<file path="config.mk">
export PLATFORM = sky130hd
export DESIGN_NAME = instr_fetch
export DESIGN_NICKNAME = d
export VERILOG_FILES = /design/src/rtl/instr_fetch.sv
export SDC_FILE = /design/constraint.sdc
export NUM_CORES = 1
export LEC_CHECK = 0
export CAP_MARGIN = 20
export CORE_MARGIN = 1.5
export CORE_UTILIZATION = 49
export CTS_BUF_LIST = sky130_fd_sc_hd__clkbuf_2
export DETAILED_ROUTE_END_ITERATION = 6
export DONT_BUFFER_PORTS = 1
export PLACE_DENSITY = 0.75
export SLEW_MARGIN = 30
export SYNTH_ARGS = -nofsm -noshare
export SYNTH_HDL_FRONTEND = slang
export SYNTH_SLANG_ARGS = --single-unit
export TNS_END_PERCENT = 100
</file>
<file path="constraint.sdc">
create_clock -name clk -period 4.2 [get_ports clk]
set_clock_uncertainty 0.15 [all_clocks]
set_input_delay 0.63 -clock clk [delete_from_list [all_inputs] [get_ports clk]]
set_output_delay 0.63 -clock clk [all_outputs]
set_load 0.01 [all_outputs]
</file>
<file path="src/rtl/instr_fetch.sv">
// Instruction fetch and instruction register: reads a 16-bit instruction as two
// bytes (pc_addr, pc_addr+1) from byte-wide memory and presents opcode/ir_addr.
module instr_fetch #(
   parameter int unsigned      ADDR_W = 13,
   parameter int unsigned      DATA_W = 8,
   parameter int unsigned      OP_W   = 3,
   parameter logic [OP_W-1:0]  JMP_OP = 3'b111
) (
   input  logic              clk,
   input  logic              rst_n,
   input  logic [ADDR_W-1:0] pc_addr,
   input  logic              fetch_en,
   output logic              mem_rd,
   output logic [ADDR_W-1:0] mem_addr,
   input  logic [DATA_W-1:0] mem_data,
   input  logic              mem_ack,
   output logic              pc_inc,
   output logic              pc_load,
   output logic              ir_valid,
   output logic [OP_W-1:0]   opcode,
   output logic [ADDR_W-1:0] ir_addr,
   output logic              busy
);

   localparam int unsigned LO_W = DATA_W - OP_W;

   typedef enum logic [1:0] {
      IDLE  = 2'd0,
      RD_HI = 2'd1,
      RD_LO = 2'd2,
      DONE  = 2'd3
   } state_t;

   state_t              state;
   logic [ADDR_W-1:0]   base;
   logic [DATA_W-1:0]   hi;

   // Fetch sequencer; every output is a register updated here
   always_ff @(posedge clk or negedge rst_n) begin
      if (!rst_n) begin
         state    <= IDLE;
         base     <= '0;
         hi       <= '0;
         mem_rd   <= 1'b0;
         mem_addr <= '0;
         pc_inc   <= 1'b0;
         pc_load  <= 1'b0;
         ir_valid <= 1'b0;
         opcode   <= '0;
         ir_addr  <= '0;
         busy     <= 1'b0;
      end else begin
         pc_inc   <= 1'b0;
         pc_load  <= 1'b0;
         ir_valid <= 1'b0;
         case (state)
            IDLE: begin
               if (fetch_en) begin
                  base     <= pc_addr;
                  mem_addr <= pc_addr;
                  mem_rd   <= 1'b1;
                  busy     <= 1'b1;
                  state    <= RD_HI;
               end
            end
            RD_HI: begin
               // mem_rd stays high so the second byte is requested with no gap
               if (mem_ack) begin
                  hi       <= mem_data;
                  pc_inc   <= 1'b1;
                  mem_addr <= base + ADDR_W'(1);
                  state    <= RD_LO;
               end
            end
            RD_LO: begin
               if (mem_ack) begin
                  opcode  <= hi[DATA_W-1 -: OP_W];
                  ir_addr <= ADDR_W'({hi[LO_W-1:0], mem_data});
                  mem_rd  <= 1'b0;
                  pc_inc  <= 1'b1;
                  state   <= DONE;
               end
            end
            DONE: begin
               // Extra cycle lets the program counter settle before the next latch
               ir_valid <= 1'b1;
               pc_load  <= (opcode == JMP_OP);
               busy     <= 1'b0;
               state    <= IDLE;
            end
            default: state <= IDLE;
         endcase
      end
   end

endmodule

</file>
## Word-level counts from Yosys, hierarchy flattened

Cells that the tools add are included.

| word-level totals | value |
|---|---|
| input bits | 25 |
| logic and storage cells | 46 |
| output and inout port bits | 34 |
| flip-flop bits (word level) | 57 |

| cells by class | value |
|---|---|
| reduce and logical (&&, ||, !) cells | 12 |
| multiplexer cells | 15 |
| add/sub/neg operators | 1 |
| eq/ne operators | 7 |

Operator list:

| operator | count |
|---|---|
| 2-to-1 mux 13 bit | 2 |
| one-hot mux 13 bit (2 select lines) | 1 |
| adder 13 x 1 -> 13 bit, second input constant | 1 |
| AND reduction 3 bit | 3 |
| one-hot mux 2 bit (4 select lines) | 1 |
| AND reduction 2 bit | 4 |
| 2-to-1 mux 1 bit | 6 |
| 2-to-1 mux 2 bit | 3 |
| != test 2 bit, second input constant | 3 |
| nonzero test 2 bit | 3 |
| == test 2 bit, second input constant | 2 |
| one-hot mux 1 bit (2 select lines) | 2 |
| == test 3 bit, second input constant | 1 |
| == test 2 x 1 -> 1 bit, second input constant | 1 |
| zero test 2 bit | 1 |
| OR reduction 2 bit | 1 |

## Longest topological paths before layout

| depth | value |
|---|---|
| depth after elaboration | 3 |
| gate-level depth with buffers | 7 |
| depth with buffers taken out | 6 |

## Worst setup path before layout

Ideal clock, no wire load.

| path | value |
|---|---|
| path kind | input -> register |
| from | input fetch_en |
| to | register mem_addr[0] |
| required time | 3.925 ns |
| setup time | 0.125 ns |
| arrival time | 1.592 ns |
| path buffers | 1 |
| stages on the path | 5 |
| setup slack | 2.333 ns |
| cells stage by stage | buf_4 -> nand2b_1 -> o21ai_2 -> nor2_4 -> mux2_2 |

| on the way | value |
|---|---|
| cells in the longest elaborated chain, start to end | 2 |

RTL lines:

| what | RTL line | RTL |
|---|---|---|
| start, declared | 12 | `input logic fetch_en,` |
| != test 2 bit (no line) | n/a |  |
| AND reduction 3 bit (no line) | n/a |  |
| end signal, assigned | 60 | `mem_addr <= pc_addr;` |
| end signal, assigned | 71 | `mem_addr <= base + ADDR_W'(1);` |
| end, declared | 14 | `output logic [ADDR_W-1:0] mem_addr,` |

No other way between the ends.
A chain may end at the register's enable or synchronous reset.

## Final worst setup path

| path | value |
|---|---|
| from | register state[1] |
| to | register mem_addr[5] |

| on the way | value |
|---|---|
| cells in the longest elaborated chain, start to end | 3 |
| elaborated cells on any way between the ends | 7 |
| those cells by class | eq/ne (3); mux (1); reduce/logical (3) |

RTL lines:

| what | RTL line | RTL |
|---|---|---|
| start, declared | 34 | `state_t state;` |
| start signal, assigned | 41 | `state <= IDLE;` |
| start signal, assigned | 63 | `state <= RD_HI;` |
| start signal, assigned | 72 | `state <= RD_LO;` |
| == test 2 x 1 -> 1 bit or zero test 2 bit (tied branches) | 56 | `case (state)` |
| != test 2 bit (no line) or nonzero test 2 bit (tied branches) | n/a |  |
| AND reduction 3 bit (no line) | n/a |  |

Several ways; a longest one is shown, not always the timed one.

==> impl_results.md <==
- Status: finished, final reports clean
- Sw frac: 39.85%
- Post-Syn Nets: 250
- CP required: 4.42 ns
- Tot GR Track Use: 19.04%
- Initial antenna violation count: 0
- Synth Instances: 219
- Final Worst Setup Slack: 1.688 ns
- Count of warnings emitted by yosys: 0
- Area grow syn2layout: 6.298%
- Power Density: 776.3 mW/mm^2
- Max VDD drop: 0.2820 mV
- Buf/Inv on CP: 2
- DR WL/cell: 16.32 um
- Relative slew margins: 49.83%
- Root buffer cell: clkbuf_2
- Adder-Cell Fraction of Synth Area: 2.907%
- Post-synthesis mux area share: 17.83%
- Crit-path max FO: 22
- Max-Cap Viols: 0
- Vias in the first global route: 1653
- Crit path cell chain: inv_1 -> ha_1 -> inv_1 -> o21ai_2 -> nor2_4 -> mux2_1
- HPWL after DPL: 3.307 mm
- Comb power frac: 35.3%
- DR pass1 iterations: 5
- Reg-to-reg startpoint: state[1]$_DFFE_PN0P_
- Hold Crit Start: mem_data[2]
- CP arrival: 2.73 ns
- Clock Power Share: 12.5%
- Net Sw Power: 849.2 uW
- Register share of total power: 52.1%
- Hold Vio Cnt, Final: 0
- FMAX: 398.1 MHz
- Worst setup path start: state[1]$_DFFE_PN0P_
- Netlist cell types: 29
- Internal power: 1282 uW
- Top-Level Pins: 59
- Final Total Pwr: 2131 uW
- CTS Sinks: 57
- Routability congestion estimate: 0.8024
- Cell family with most CP delay: adder cells
- Final count of pins violating max slew: 0
- Maximum buffer depth of the clock tree: 2
- Tmin final: 2.512 ns
- I/O Buffers: 0
- WL final: 4.879 mm
- Setup TNS: 0 ns
- Xor-xnor portion of the synthesized cell area: 3.052%
- Post-synth top cells: 57 x dfrtp_1, 38 x mux2_2, 23 x nand2_1, 17 x a21oi_1
- ANT nets after route: 0
- Initial drt markers: 101
- Post-cts resize count: 0
- Post-CTS Setup Bufs: 0
- Post-Syn Area: 0.002582 sq mm
- Core Box Area: 0.005107 sq mm
- Count leader, synth: dfrtp_1
- Pleak: 0.001193 uW
- Slew at the pin closest to its max-slew limit: 0.7526 ns
- Synth area leaders: dfrtp_1 55%, mux2_2 17%, nand2_1 3.3%, a21oi_1 3.3%, ha_1 2.9%
- Avg Vias per Cell: 5.528
- Synth Area in Simple Gates: 12.26%
- Slowest stage delay, CP: 0.65 ns
- Post-CTS Hold Buffers: 2
- Cell type with the largest total area after synthesis: dfrtp_1
- Later-pin clock latency in the skew report: 0.47 ns
- H-tree Lvls: 3
- Row cnt: 26
- First-pass GRT wire length: 7.914 mm
- Residual DRC: 0
- CTS buffer count: 9
- Min-delay worst type: in2reg
- Layout Nets: 256
- CTS tree: yes
- CP Capture Type: flop
- Compound-gate portion of the synthesized area: 6.444%
- Critical Path Start Type: flop
- Layout cells sized above 1: 25.76%
- Number of diodes: 0
- Async S/R FF share, synth: 100.0%
- Fin crit share: 59.80%
- Die Wd: 75.60 um
- Clock Pin Slew Worst Setup and Hold Paths: 0.16 ns
- Total number of vias: 1653
- RSZ-0062 raised after global routing: false
- DIE AREA: 0.005715 sq mm
- Pre-CTS setup slack: 1.681 ns
- Register area share after synthesis: 55.23%
- Largest net degree at the start of global routing: 58
- Synth Flop Type: dfrtp_1
- Slowest cell on crit path: ha_1
- Main combinational cell family by area after synthesis: multiplexers
- Starting Density: 50.56%
- Most frequent CP cell: inv_1
- Final setup fails: 0
- Chip height: 75.60 um
- Seq cells post-synth: 57
- EDFF count, synth: 0
- Syn_area_per_cell: 11.79 sq um
- Share of the synthesized area in the top cell type: 55.23%
- Kind of critical path: reg2reg
- Min Hold Slack: 0.1429 ns
- Overflow after GRT: 0
-- metrics by stage --
step	util, %	instance area [sq um]	cells
2_1_floorplan	-	2582	219
3_3_place_gp	51.57	2634	282
3_5_place_dp	51.57	2634	282
4_1_cts	53.75	2745	299
5_1_grt	53.75	2745	299
6_report	53.75	2745	299
-- logic make-up (layout without fill, tap and decap cells) --
logic type,Yosys count,in the layout
flops,57,57
mux,41,41
simple gates,61,61
fa+ha+maj,6,6
buf+inv,13,23
compound gates,32,32
xor+xnor,9,9
-- worst paths after layout --
kind,endpoint,slack [ns],cells past startpoint
setup / recovery,mem_addr[5]$_DFFE_PN0P_,1.69,6
hold reg to reg,hi[5]$_DFFE_PN0P_,0.37,1
setup reg to reg,mem_addr[5]$_DFFE_PN0P_,1.69,6
hold / removal,hi[2]$_DFFE_PN0P_,0.14,1
min in group asynchronous,base[1]$_DFFE_PN0P_,0.53,2
max in group asynchronous,mem_addr[1]$_DFFE_PN0P_,3.13,2
-- metal layers --
| metal | vias up | track usage [%] | share of wire, % |
|---|---|---|---|
| met5 | - | 0 | 0 |
| met4 | 0 | 11.51 | 2.6 |
| met3 | 12 | 5.688 | 7.2 |
| met2 | 48 | 28.95 | 46 |
| met1 | 825 | 24.03 | 44 |
| li1 | 768 | - | - |
-- placed cells by master (no fill, tap or decap), types with 6 or more instances in the layout --
| cell | netlist | final |
|---|---|---|
| dfrtp_1 | 57 | 57 |
| mux2_2 | 38 | 38 |
| nand2_1 | 23 | 23 |
| a21oi_1 | 17 | 17 |
| clkbuf_2 | 0 | 10 |
| o21ai_0 | 9 | 9 |
| nor2_1 | 9 | 9 |
| nand3_1 | 9 | 9 |
| xnor2_1 | 8 | 8 |
| nand2b_1 | 7 | 7 |
| inv_1 | 6 | 6 |
| ha_1 | 6 | 6 |
-- state kept, by name, indices dropped and copies added, names as in the netlist, 2 cells and up --
register / count
hi: 8
ir_addr: 13
opcode: 3
base: 13
mem_addr: 13
state: 2
-- power groups by stage --
stage / combinational [uW] / sequential (uW) / clock (uW)
after global routing: 859 / 1150 / 295
after floorplan: 645 / 1060 / 0
after CTS: 762 / 1110 / 278
final: 753 / 1110 / 267
after detailed placement: 746 / 1130 / 0
after global placement: 713 / 1120 / 0
-- layout make-up --
cell class	count	area, sq um
clock buffers	10	50.05
clock inverters	5	23.77
fillers	473	2362
inverters	6	22.52
multi-input cells	149	1097
flip-flops and latches	57	1426
well taps	70	87.58
repair buffers	2	37.54
Note: power is estimated with default switching activity, not from simulation.
